<file path="src/rtl/regfile_access_ctrl_pkg.sv">
// Shared widths, arbiter encodings and request types for the register-file access controller.
// The copperv_h macros are defined here (guarded) so every file compiled after this one sees them.
`ifndef COPPERV_H_RF_ACCESS
`define COPPERV_H_RF_ACCESS
`ifndef REG_WIDTH
`define REG_WIDTH 5
`endif
`ifndef DATA_WIDTH
`define DATA_WIDTH 32
`endif
`define ARB_WB_FAVOR 1'b0
`define ARB_RD_FAVOR 1'b1
`ifndef WB_BURST_MAX
`define WB_BURST_MAX 4
`endif
`endif

package regfile_access_ctrl_pkg;

   localparam int REG_WIDTH        = `REG_WIDTH;
   localparam int DATA_WIDTH       = `DATA_WIDTH;
   localparam int REG_COUNT_DEF    = 2 ** REG_WIDTH;
   localparam int WB_BURST_MAX_DEF = `WB_BURST_MAX;

   typedef enum logic [0:0] {
      ARB_WB_FAVOR = `ARB_WB_FAVOR,
      ARB_RD_FAVOR = `ARB_RD_FAVOR
   } arb_state_t;

   typedef struct packed {
      logic [REG_WIDTH-1:0] rs1;
      logic [REG_WIDTH-1:0] rs2;
      logic                 use_rs2;
      logic [REG_WIDTH-1:0] rd;
      logic                 rd_en;
   } rd_req_t;

   // x0 is hardwired: it never becomes pending and is never written.
   function automatic logic reg_nz(input logic [REG_WIDTH-1:0] idx);
      return idx != '0;
   endfunction

endpackage

</file>
<file path="src/rtl/regfile_scoreboard.sv">
// Per-register pending-write bits with set (read grant), clear (writeback) and flush,
// plus hazard lookups for the three indices of an operand-read request.
module regfile_scoreboard
   import regfile_access_ctrl_pkg::*;
#(
   parameter int REG_COUNT = REG_COUNT_DEF
) (
   input  logic                 clk,
   input  logic                 rst,
   input  logic                 i_flush,
   input  logic                 i_set_en,
   input  logic [REG_WIDTH-1:0] i_set_idx,
   input  logic                 i_clr_en,
   input  logic [REG_WIDTH-1:0] i_clr_idx,
   input  logic [REG_WIDTH-1:0] i_look_rs1,
   input  logic [REG_WIDTH-1:0] i_look_rs2,
   input  logic [REG_WIDTH-1:0] i_look_rd,
   output logic                 o_pend_rs1,
   output logic                 o_pend_rs2,
   output logic                 o_pend_rd,
   output logic [REG_COUNT-1:0] o_pending
);

   logic [REG_COUNT-1:0] w_pending;

   assign w_pending[0] = 1'b0;

   // Set and clear never target the same bit in one cycle, so their order here is arbitrary.
   for (genvar gi = 1; gi < REG_COUNT; gi++) begin : g_bit
      logic r_bit;

      always_ff @(posedge clk) begin
         if (!rst || i_flush) begin
            r_bit <= 1'b0;
         end else if (i_set_en && (i_set_idx == REG_WIDTH'(gi))) begin
            r_bit <= 1'b1;
         end else if (i_clr_en && (i_clr_idx == REG_WIDTH'(gi))) begin
            r_bit <= 1'b0;
         end
      end

      assign w_pending[gi] = r_bit;
   end

   assign o_pend_rs1 = w_pending[i_look_rs1];
   assign o_pend_rs2 = w_pending[i_look_rs2];
   assign o_pend_rd  = w_pending[i_look_rd];
   assign o_pending  = w_pending;

endmodule

</file>
<file path="src/rtl/regfile_access_ctrl.sv">
// Single-port register-file sequencer: one writeback or operand read per cycle,
// hazard stalls from the pending-write scoreboard, and a bounded writeback-burst arbiter.
module regfile_access_ctrl
   import regfile_access_ctrl_pkg::*;
#(
   parameter int REG_COUNT    = REG_COUNT_DEF,
   parameter int WB_BURST_MAX = WB_BURST_MAX_DEF
) (
   input  logic                  clk,
   input  logic                  rst,
   input  logic                  flush,
   input  logic                  rd_req_valid,
   output logic                  rd_req_ready,
   input  logic [REG_WIDTH-1:0]  rd_req_rs1,
   input  logic [REG_WIDTH-1:0]  rd_req_rs2,
   input  logic                  rd_req_use_rs2,
   input  logic [REG_WIDTH-1:0]  rd_req_rd,
   input  logic                  rd_req_rd_en,
   output logic                  rd_resp_valid,
   input  logic                  wb_valid,
   output logic                  wb_ready,
   input  logic [REG_WIDTH-1:0]  wb_rd,
   input  logic [DATA_WIDTH-1:0] wb_data,
   output logic                  rf_rd_en,
   output logic [REG_WIDTH-1:0]  rf_rd,
   output logic [DATA_WIDTH-1:0] rf_rd_din,
   output logic                  rf_rs1_en,
   output logic                  rf_rs2_en,
   output logic [REG_WIDTH-1:0]  rf_rs1,
   output logic [REG_WIDTH-1:0]  rf_rs2,
   output logic [REG_COUNT-1:0]  pending_mask,
   output logic                  wb_unexpected
);

   localparam int CNT_W = $clog2(WB_BURST_MAX + 1);

   arb_state_t       r_state;
   logic [CNT_W-1:0] r_burst_cnt;
   logic             r_rd_resp_valid;
   logic             r_wb_unexpected;

   rd_req_t          w_req;
   logic             w_pend_rs1;
   logic             w_pend_rs2;
   logic             w_pend_rd;
   logic             w_hazard;
   logic             w_rd_elig;
   logic             w_rd_grant;
   logic             w_wb_grant;
   logic             w_wb_unexp_hit;
   logic [CNT_W-1:0] w_burst_inc;

   assign w_req = '{
      rs1:     rd_req_rs1,
      rs2:     rd_req_rs2,
      use_rs2: rd_req_use_rs2,
      rd:      rd_req_rd,
      rd_en:   rd_req_rd_en
   };

   regfile_scoreboard #(
      .REG_COUNT (REG_COUNT)
   ) u_scoreboard (
      .clk        (clk),
      .rst        (rst),
      .i_flush    (flush),
      .i_set_en   (w_rd_grant & w_req.rd_en),
      .i_set_idx  (w_req.rd),
      .i_clr_en   (w_wb_grant),
      .i_clr_idx  (wb_rd),
      .i_look_rs1 (w_req.rs1),
      .i_look_rs2 (w_req.rs2),
      .i_look_rd  (w_req.rd),
      .o_pend_rs1 (w_pend_rs1),
      .o_pend_rs2 (w_pend_rs2),
      .o_pend_rd  (w_pend_rd),
      .o_pending  (pending_mask)
   );

   assign w_hazard = w_pend_rs1
                   | (w_req.use_rs2 & w_pend_rs2)
                   | (w_req.rd_en & reg_nz(w_req.rd) & w_pend_rd);

   assign w_rd_elig = rst & rd_req_valid & ~w_hazard & ~flush;

   // A waiting read only beats writeback once it has been passed over WB_BURST_MAX times.
   assign w_rd_grant = w_rd_elig & ((r_state == ARB_RD_FAVOR) | ~wb_valid);
   assign w_wb_grant = rst & wb_valid & ~w_rd_grant;

   assign w_wb_unexp_hit = w_wb_grant & reg_nz(wb_rd) & ~pending_mask[wb_rd];
   assign w_burst_inc    = r_burst_cnt + CNT_W'(1);

   always_ff @(posedge clk) begin
      if (!rst) begin
         r_state         <= ARB_WB_FAVOR;
         r_burst_cnt     <= '0;
         r_rd_resp_valid <= 1'b0;
         r_wb_unexpected <= 1'b0;
      end else begin
         r_rd_resp_valid <= w_rd_grant;
         if (w_wb_unexp_hit) begin
            r_wb_unexpected <= 1'b1;
         end
         case (r_state)
            ARB_WB_FAVOR: begin
               if (!w_rd_elig || w_rd_grant) begin
                  r_burst_cnt <= '0;
               end else if (w_wb_grant) begin
                  r_burst_cnt <= w_burst_inc;
                  if (w_burst_inc == CNT_W'(WB_BURST_MAX)) begin
                     r_state <= ARB_RD_FAVOR;
                  end
               end
            end
            ARB_RD_FAVOR: begin
               if (w_rd_grant) begin
                  r_state     <= ARB_WB_FAVOR;
                  r_burst_cnt <= '0;
               end
            end
            default: begin
               r_state     <= ARB_WB_FAVOR;
               r_burst_cnt <= '0;
            end
         endcase
      end
   end

   assign rd_req_ready  = w_rd_grant;
   assign wb_ready      = w_wb_grant;

   assign rf_rd_en      = w_wb_grant & reg_nz(wb_rd);
   assign rf_rd         = wb_rd;
   assign rf_rd_din     = wb_data;
   assign rf_rs1_en     = w_rd_grant;
   assign rf_rs2_en     = w_rd_grant & w_req.use_rs2;
   assign rf_rs1        = w_req.rs1;
   assign rf_rs2        = w_req.rs2;

   // Gated so a reset arriving while a read is in flight drops its response.
   assign rd_resp_valid = r_rd_resp_valid & rst;
   assign wb_unexpected = r_wb_unexpected;

endmodule

</file>
<file path="config.mk">
export PLATFORM = sky130hd
export DESIGN_NAME = regfile_access_ctrl
export DESIGN_NICKNAME = d
export VERILOG_FILES = /design/src/rtl/regfile_access_ctrl_pkg.sv /design/src/rtl/regfile_scoreboard.sv /design/src/rtl/regfile_access_ctrl.sv
export SDC_FILE = /design/constraint.sdc
export NUM_CORES = 1
export LEC_CHECK = 0
export CORE_UTILIZATION = 35
export DETAILED_ROUTE_END_ITERATION = 12
export PLACE_DENSITY_LB_ADDON = 0.15
export SYNTH_ARGS = -nofsm -noshare
export SYNTH_HDL_FRONTEND = slang
export SYNTH_HIERARCHICAL = 1
export SYNTH_SLANG_ARGS = --single-unit
</file>
<file path="constraint.sdc">
create_clock -name clk -period 4.2 [get_ports clk]
set_input_delay 0.42 -clock clk [delete_from_list [all_inputs] [get_ports clk]]
set_output_delay 0.42 -clock clk [all_outputs]
set_load 0.02 [all_outputs]
</file>
==> run metrics, run 1 <==
outcome=completed; Layout Nets=483; cells resized by post-CTS repair=0; critical path's slowest cell=clkdlybuf4s50_1; TNS Setup=0 ns; worst r2r dst=u_scoreboard/g_bit[19].r_bit$_SDFFE_PP0P_; DRC errors left=0; Layout area overhead=11.9%; Core ar.=around 9400 µm²; synthesized area per cell=8.10 µm²; I/O pin total=145; worst reg-to-reg setup slack=1.01 ns; Syn. warnings=6; die height=~100 µm; Fin Clk Skew=0.0125 ns; Hold WC Path Type=flip-flop to flip-flop; total number of vias=between 3k and 4k; Leak=1.31 nW; CTS Hold Buffers Added=0; critical path class=input port to output port; final hold vios=0; drt wl/cell=19.6 µm; # diodes=0; Setup-failing EPs final=0; Final Cycle Share=0.940; gr usage total=0.211; clock latency on the worst-skew pair=0.30 ns; Worst Setup EP=rf_rs2_en; WL met1=4760 µm; Adder-Cell Fraction of Synth Area=0.00730; compound-cell area share of the yosys netlist=0.166; TritonCTS clock tree=yes; critical path, cell by cell=clkdlybuf4s50_1 > mux4_2 > nand2b_1 > o211ai_1 > nand4_1 > nand2_1 > nand4_1 > nor3b_4 > and2_1 > clkdlybuf4s50_1; Slew headroom=0.226; Overflow after GRT=0; initial antenna violation count=0; critical path arrival=3.53 ns; CP Capture Type=output port; net count after synthesis=roughly 480; fmax=253 MHz; Pwr Density=~200 nW/µm²; CP peak stage delay=0.67 ns; number of global-route vias before repair=between 2k and 3k; Die X-Extent=approximately 100 µm; drt via density=5.62; row cnt=35; fillcell total=967; Root Driver=clkbuf_8; Synth Area in Simple Gates=0.199; drt initial violations=267; max_cap viols=0; register area share after synthesis=0.216; Post-synth top flop=dfxtp_1; CP startpoint=rd_req_rs2[0]; Worst Path Max Fanout=8; met2 WL post-DR=5200 µm; synthesized cell area=3430 µm²; global-route wire length before repair=16,200 µm; CP Depth=10; remaining antenna violation count=0; Post-synth EDFFs=0; FF-to-FF path depth=12; Cells after Synth=~420; die area=10,200 µm²; gpl congestion=0.845; RR Startpoint=u_scoreboard/g_bit[22].r_bit$_SDFFE_PP0P_; clk sinks=37; routed wl met3=about 730 µm; Initial DRT Pass Iterations=4; min cycle time layout=3.95 ns; CP Launch Type=input port; Starting Density=0.366; commonest cells after routing, fill and taps aside=clkdlybuf4s50_1, a21oi_1, nand2_1, dfxtp_1, mux2i_1; RSZ-0062 raised after global routing=no; clock tree buffer depth=2; Fin Hold WS=roughly 0.47 ns; Yosys cell types=42; total power=0.778 mW; Yosys reg bits=37; Port-buffer cells=79; CTS Buf Count=5; largest net degree at the start of global routing=32; largest family of logic cells by synthesized area=buffers and inverters; H-Tree Depth=2; layout cell share with drive strength beyond 1=0.0804; Post-CTS Setup Repair Bufs=0; Peak VDD IR=0.118 mV; commonest non-fill, non-tap cell in the layout=clkdlybuf4s50_1; Clock transition at path regs=0.08 ns; worst slew pin tran=1.16 ns; mux contribution to synthesized area=0.196; Worst path top cell family by delay=buffers and inverters; highest routed layer=met4; Max Slew Vio Count=0; final WL=10,800 µm; CP Data Required Time=around 3.8 ns; detailed placement HPWL=slightly above 8000 µm; Bufs and invs on worst path=2; Async SR Flop Fraction=0; hold path start=wb_unexpected$_SDFFE_PN0P_; XOR/XNOR Fraction of Synth Area=0
[layer usage]
layer  GRT usage  vias up
met5           0        -
met4      0.0424        0
met3      0.0312       12
met2       0.354      119
met1       0.289     1530
li1            -     1439
[report_power, final]
group | switching [mW] | internal (mW)
logic | 0.0997 | 0.0769
registers | 0.000691 | 0.352
clock network | 0.134 | 0.115
total | 0.235 | 0.543
[how the worst min path moves through the flow]
stage | depth (start not counted) | slack, ns | end
3_3_place_gp | 2 | 0.44 | wb_unexpected$_SDFFE_PN0P_
2_1_floorplan | 2 | 0.48 | u_scoreboard/g_bit[17].r_bit$_SDFFE_PP0P_
5_1_grt | 2 | 0.50 | wb_unexpected$_SDFFE_PN0P_
3_5_place_dp | 2 | 0.45 | wb_unexpected$_SDFFE_PN0P_
6_report | 2 | 0.47 | wb_unexpected$_SDFFE_PN0P_
4_1_cts | 2 | 0.47 | wb_unexpected$_SDFFE_PN0P_
[worst register-to-register path, stage by stage, from the launching register on]
cell	delay, ns
dfxtp_1	0.43
mux4_2	0.49
nand2b_1	0.15
o2111ai_1	0.12
nand4_1	0.17
nor2_1	0.14
nand4_1	0.17
nor3b_4	0.35
and2_1	0.28
nand2_1	0.09
nor3_1	0.43
nand3_1	0.14
a21oi_1	0.13
[synthesized netlist by cell type (2+ instances only)]
library cell / count / area, µm²
buf_4: 83 / 623
a21oi_1: 43 / 215
dfxtp_1: 37 / 741
nand2_1: 37 / 139
mux2i_1: 33 / 330
o21ai_0: 32 / 160
nand3_1: 24 / 120
nor2b_1: 19 / 119
nand2b_1: 13 / 81.3
nor2_1: 13 / 48.8
mux4_2: 9 / 203
buf_2: 8 / 40.0
a22oi_1: 7 / 52.6
nor3_1: 6 / 30.0
nand4_1: 5 / 31.3
a211oi_1: 4 / 30.0
buf_6: 4 / 45.0
inv_1: 4 / 15.0
mux4_1: 4 / 105
and2_1: 3 / 18.8
clkbuf_1: 3 / 11.3
mux2_2: 3 / 33.8
nor3b_1: 3 / 22.5
o2111ai_1: 3 / 26.3
o211ai_1: 3 / 22.5
and3_1: 2 / 12.5
ha_1: 2 / 25.0
nor4_1: 2 / 12.5
[cells by family after synthesis]
family	Yosys count
AO/OA/AOI/OAI	99
AND/OR/NAND/NOR	133
buffers and inverters	102
adder cells (fa/ha/maj)	2
multiplexers	49
flip-flops	37
other	1
[per-stage QoR]
stage	util	area, µm²	setup WS [ns]	std cells
4_1_cts	0.408	3830	0.180	552
3_5_place_dp	0.399	3740	0.186	544
3_3_place_gp	0.399	3740	0.260	544
5_1_grt	0.409	3830	0.0677	552
6_report	0.409	3830	0.250	552
2_1_floorplan	-	3430	1.11	423
[registers in the layout (all words and copies together), names as in the netlist]
name                      cells
u_scoreboard/g_bit.r_bit     31
r_burst_cnt                   3
r_rd_resp_valid               1
r_state                       1
wb_unexpected                 1
[cell type report]
| class | instances | area, µm² | area share |
|---|---|---|---|
| multi-input combinational | 284 | 1960 | 0.510 |
| inverter | 4 | 15.0 | 0.00392 |
| tap | 129 | 161 | 0.0421 |
| clock inverter | 3 | 17.5 | 0.00457 |
| sequential | 37 | 741 | 0.193 |
| clock buffer | 5 | 68.8 | 0.0180 |
| timing repair buffer | 90 | 873 | 0.228 |
(Power assumes the default switching activity.)
==> run 2, diff against run 1 <==
--- a/config.mk
+++ b/config.mk
@@ -5,9 +5,12 @@
 export SDC_FILE = /design/constraint.sdc
 export NUM_CORES = 1
 export LEC_CHECK = 0
+export CORE_MARGIN = 8
 export CORE_UTILIZATION = 35
+export CTS_CLUSTER_SIZE = 25
 export DETAILED_ROUTE_END_ITERATION = 12
 export PLACE_DENSITY_LB_ADDON = 0.15
+export SLEW_MARGIN = 20
 export SYNTH_ARGS = -nofsm -noshare
 export SYNTH_HDL_FRONTEND = slang
 export SYNTH_HIERARCHICAL = 1
==> run 2 against run 1 <==
- flip-flop and latch count unchanged
- utilization fell by 0.67 points
- sequential power is essentially flat
- total power up 9.2%
- non-clock buffer count up 2
- register-to-register slack worse by 0.02 ns
- combinational power barely moved
- first-iteration DRC count down 1.1%
- die area grew 30%
- critical endpoint unchanged
- highest routed layer unchanged
==> run metrics, run 2 (synthesis results as in run 1) <==
outcome=completed; Peak VDD IR=0.116 mV (-1.7%); Hold WC Path Type=flip-flop to flip-flop; Initial DRT Pass Iterations=5 (+1); worst slew pin tran=0.727 ns (-0.433 ns); Post-CTS Setup Repair Bufs=0 (unchanged); Die X-Extent=115 µm (+14%); drt wl/cell=20.2 µm (+3.3%); final hold vios=0 (unchanged); largest registers=u_scoreboard/g_bit.r_bit x31, r_burst_cnt x3; Pwr Density=219 nW/µm² (+7.9%); Layout area overhead=13.2%; die area=13,200 µm² (+30%); CTS Buf Count=5 (unchanged); total power=0.849 mW (+9.2%); layout cell share with drive strength beyond 1=0.0871 (+0.00668); Clk pwr share=0.373 (+0.053); CTS Hold Buffers Added=0 (unchanged); die height=115 µm (+14%); FF-to-FF path depth=12 (unchanged); row cnt=36 (+2.9%); gpl congestion=0.866 (+2.5%); fillcell total=1,018 (+5.3%); TNS Setup=0 ns (unchanged); commonest non-fill, non-tap cell in the layout=clkdlybuf4s50_1; Hold Path End=wb_unexpected$_SDFFE_PN0P_; final WL=11,300 µm (+4.4%); total number of vias=3,127 (+0.87%); critical path arrival=3.57 ns (+0.04 ns); Hold Crit Depth=2 (unchanged); Reg power frac=0.415 (-0.038); Starting Density=0.355 (-0.0102); H-Tree Depth=2 (unchanged); remaining antenna violation count=0 (unchanged); Leak=1.33 nW (+1.4%); gr usage total=0.170 (-0.0415); Port-buffer cells=79 (unchanged); drt initial violations=264 (-1.1%); Slew headroom=0.514 (+0.287); pre-CTS setup slack=0.251 ns (+0.0648 ns); RR Startpoint=u_scoreboard/g_bit[23].r_bit$_SDFFE_PP0P_; commonest cells after routing, fill and taps aside=clkdlybuf4s50_1, a21oi_1, nand2_1, dfxtp_1, mux2i_1; # diodes=0 (unchanged); RSZ-0062 raised after global routing=no; detailed placement HPWL=8700 µm (+6.4%); Overflow after GRT=0 (unchanged); Setup-failing EPs final=0 (unchanged); combinational share of power=0.212 (-0.015); final non-filler cell total=558 (+1.1%); sw frac=0.284 (-0.0175); global-route wire length before repair=17,500 µm (+7.8%); DRC errors left=0 (unchanged); largest net degree at the start of global routing=32 (unchanged); Final Cycle Share=0.950 (+0.00908); Fin Hold WS=0.475 ns (+0.00999 ns); CP Launch Type=input port; clock latency on the worst-skew pair=0.29 ns (about the same); Layout Nets=485 (+0.41%); TritonCTS clock tree=yes; worst reg-to-reg setup slack=0.99 ns (-0.02 ns); Max Slew Vio Count=0 (unchanged); max_cap viols=0 (unchanged); number of global-route vias before repair=3,190 (+10%); drt via density=5.60 (-0.21%); min cycle time layout=3.99 ns (+0.0381 ns); initial antenna violation count=0 (unchanged); CP Capture Type=output port; Pint=0.608 mW (+12%); Fin Clk Skew=0.00371 ns (-0.00877 ns); worst setup margin=0.212 ns (-0.0381 ns); I/O pin total=145 (unchanged); Largest Register=u_scoreboard/g_bit.r_bit; max FFs per register=31 (unchanged); Clock transition at path regs=0.08 ns (about the same); critical path class=input port to output port; hold path start=wb_unexpected$_SDFFE_PN0P_; worst r2r dst=u_scoreboard/g_bit[13].r_bit$_SDFFE_PP0P_; fmax=251 MHz (-0.96%); CP Data Required Time=3.78 ns (about the same); cells resized by post-CTS repair=0 (unchanged); Switch Pwr=0.241 mW (+2.8%); clk sinks=37 (unchanged); clock tree buffer depth=2 (unchanged); Core ar.=9640 µm² (+2.9%); Worst Path Max Fanout=7 (-1); Root Driver=clkbuf_8; dpl cells=550 (+1.1%)
run 2: cell types whose count changed in the layout (fill, tap and decap cells not counted), sizes merged:
cell	previous run	this run
bufinv	0	1
buf	11	13
clkinv	2	1
run 2: worst max path at each step:
stage,startpoint,to,cells past startpoint
floorplan,rd_req_rs1[0],u_scoreboard/g_bit[13].r_bit$_SDFFE_PP0P_,13
global placement,rd_req_rd[0],rf_rs2_en,9
detailed placement,rd_req_rd[0],rf_rs2_en,9
CTS,rd_req_rd[0],rf_rs2_en,9
global route,rd_req_rd[0],rf_rs2_en,9
finish,rd_req_rd[0],rf_rs2_en,9
run 2: final cells by class:
| class | count | area (µm²) | share of cell area |
|---|---|---|---|
| Clock buffer | 5 | 68.8 | 0.0177 |
| Clock inverter | 3 | 46.3 | 0.0119 |
| Inverter | 4 | 15.0 | 0.00387 |
| Multi-Input combinational cell | 284 | 1950 | 0.504 |
| Sequential cell | 37 | 741 | 0.191 |
| Tap cell | 133 | 166 | 0.0429 |
| Timing Repair Buffer | 92 | 888 | 0.229 |
run 2: routing by layer:
metal  part of all wire  track usage  vias up
met1               0.41        0.203     1526
met2               0.50        0.292      131
met3              0.076       0.0331       23
met5                  0            0        -
met4              0.021       0.0665        0
li1                   -            -     1447
run 2: power groups by stage:
| stage | combinational, mW | clock [mW] | sequential [mW] |
|---|---|---|---|
| after global routing | 0.193 | 0.339 | 0.353 |
| after CTS | 0.180 | 0.326 | 0.352 |
| final | 0.180 | 0.317 | 0.352 |
| after detailed placement | 0.179 | 0 | 0.361 |
| after floorplan | 0.151 | 0 | 0.362 |
| after global placement | 0.178 | 0 | 0.361 |
run 2: critical path: stages:
cell and delay (ns):
clkdlybuf4s50_1 0.68, mux4_2 0.55, nand2b_1 0.16, o2111ai_1 0.14, nand4_1 0.12, o311a_1 0.22, nor3b_2 0.49, and2_1 0.19
clkdlybuf4s50_1 0.60
run 2: metrics by stage:
step                 util  cell area [µm²]
finish              0.402             3880
global route        0.402             3880
CTS                 0.402             3880
detailed placement  0.390             3760
global placement    0.390             3760
floorplan               -             3430
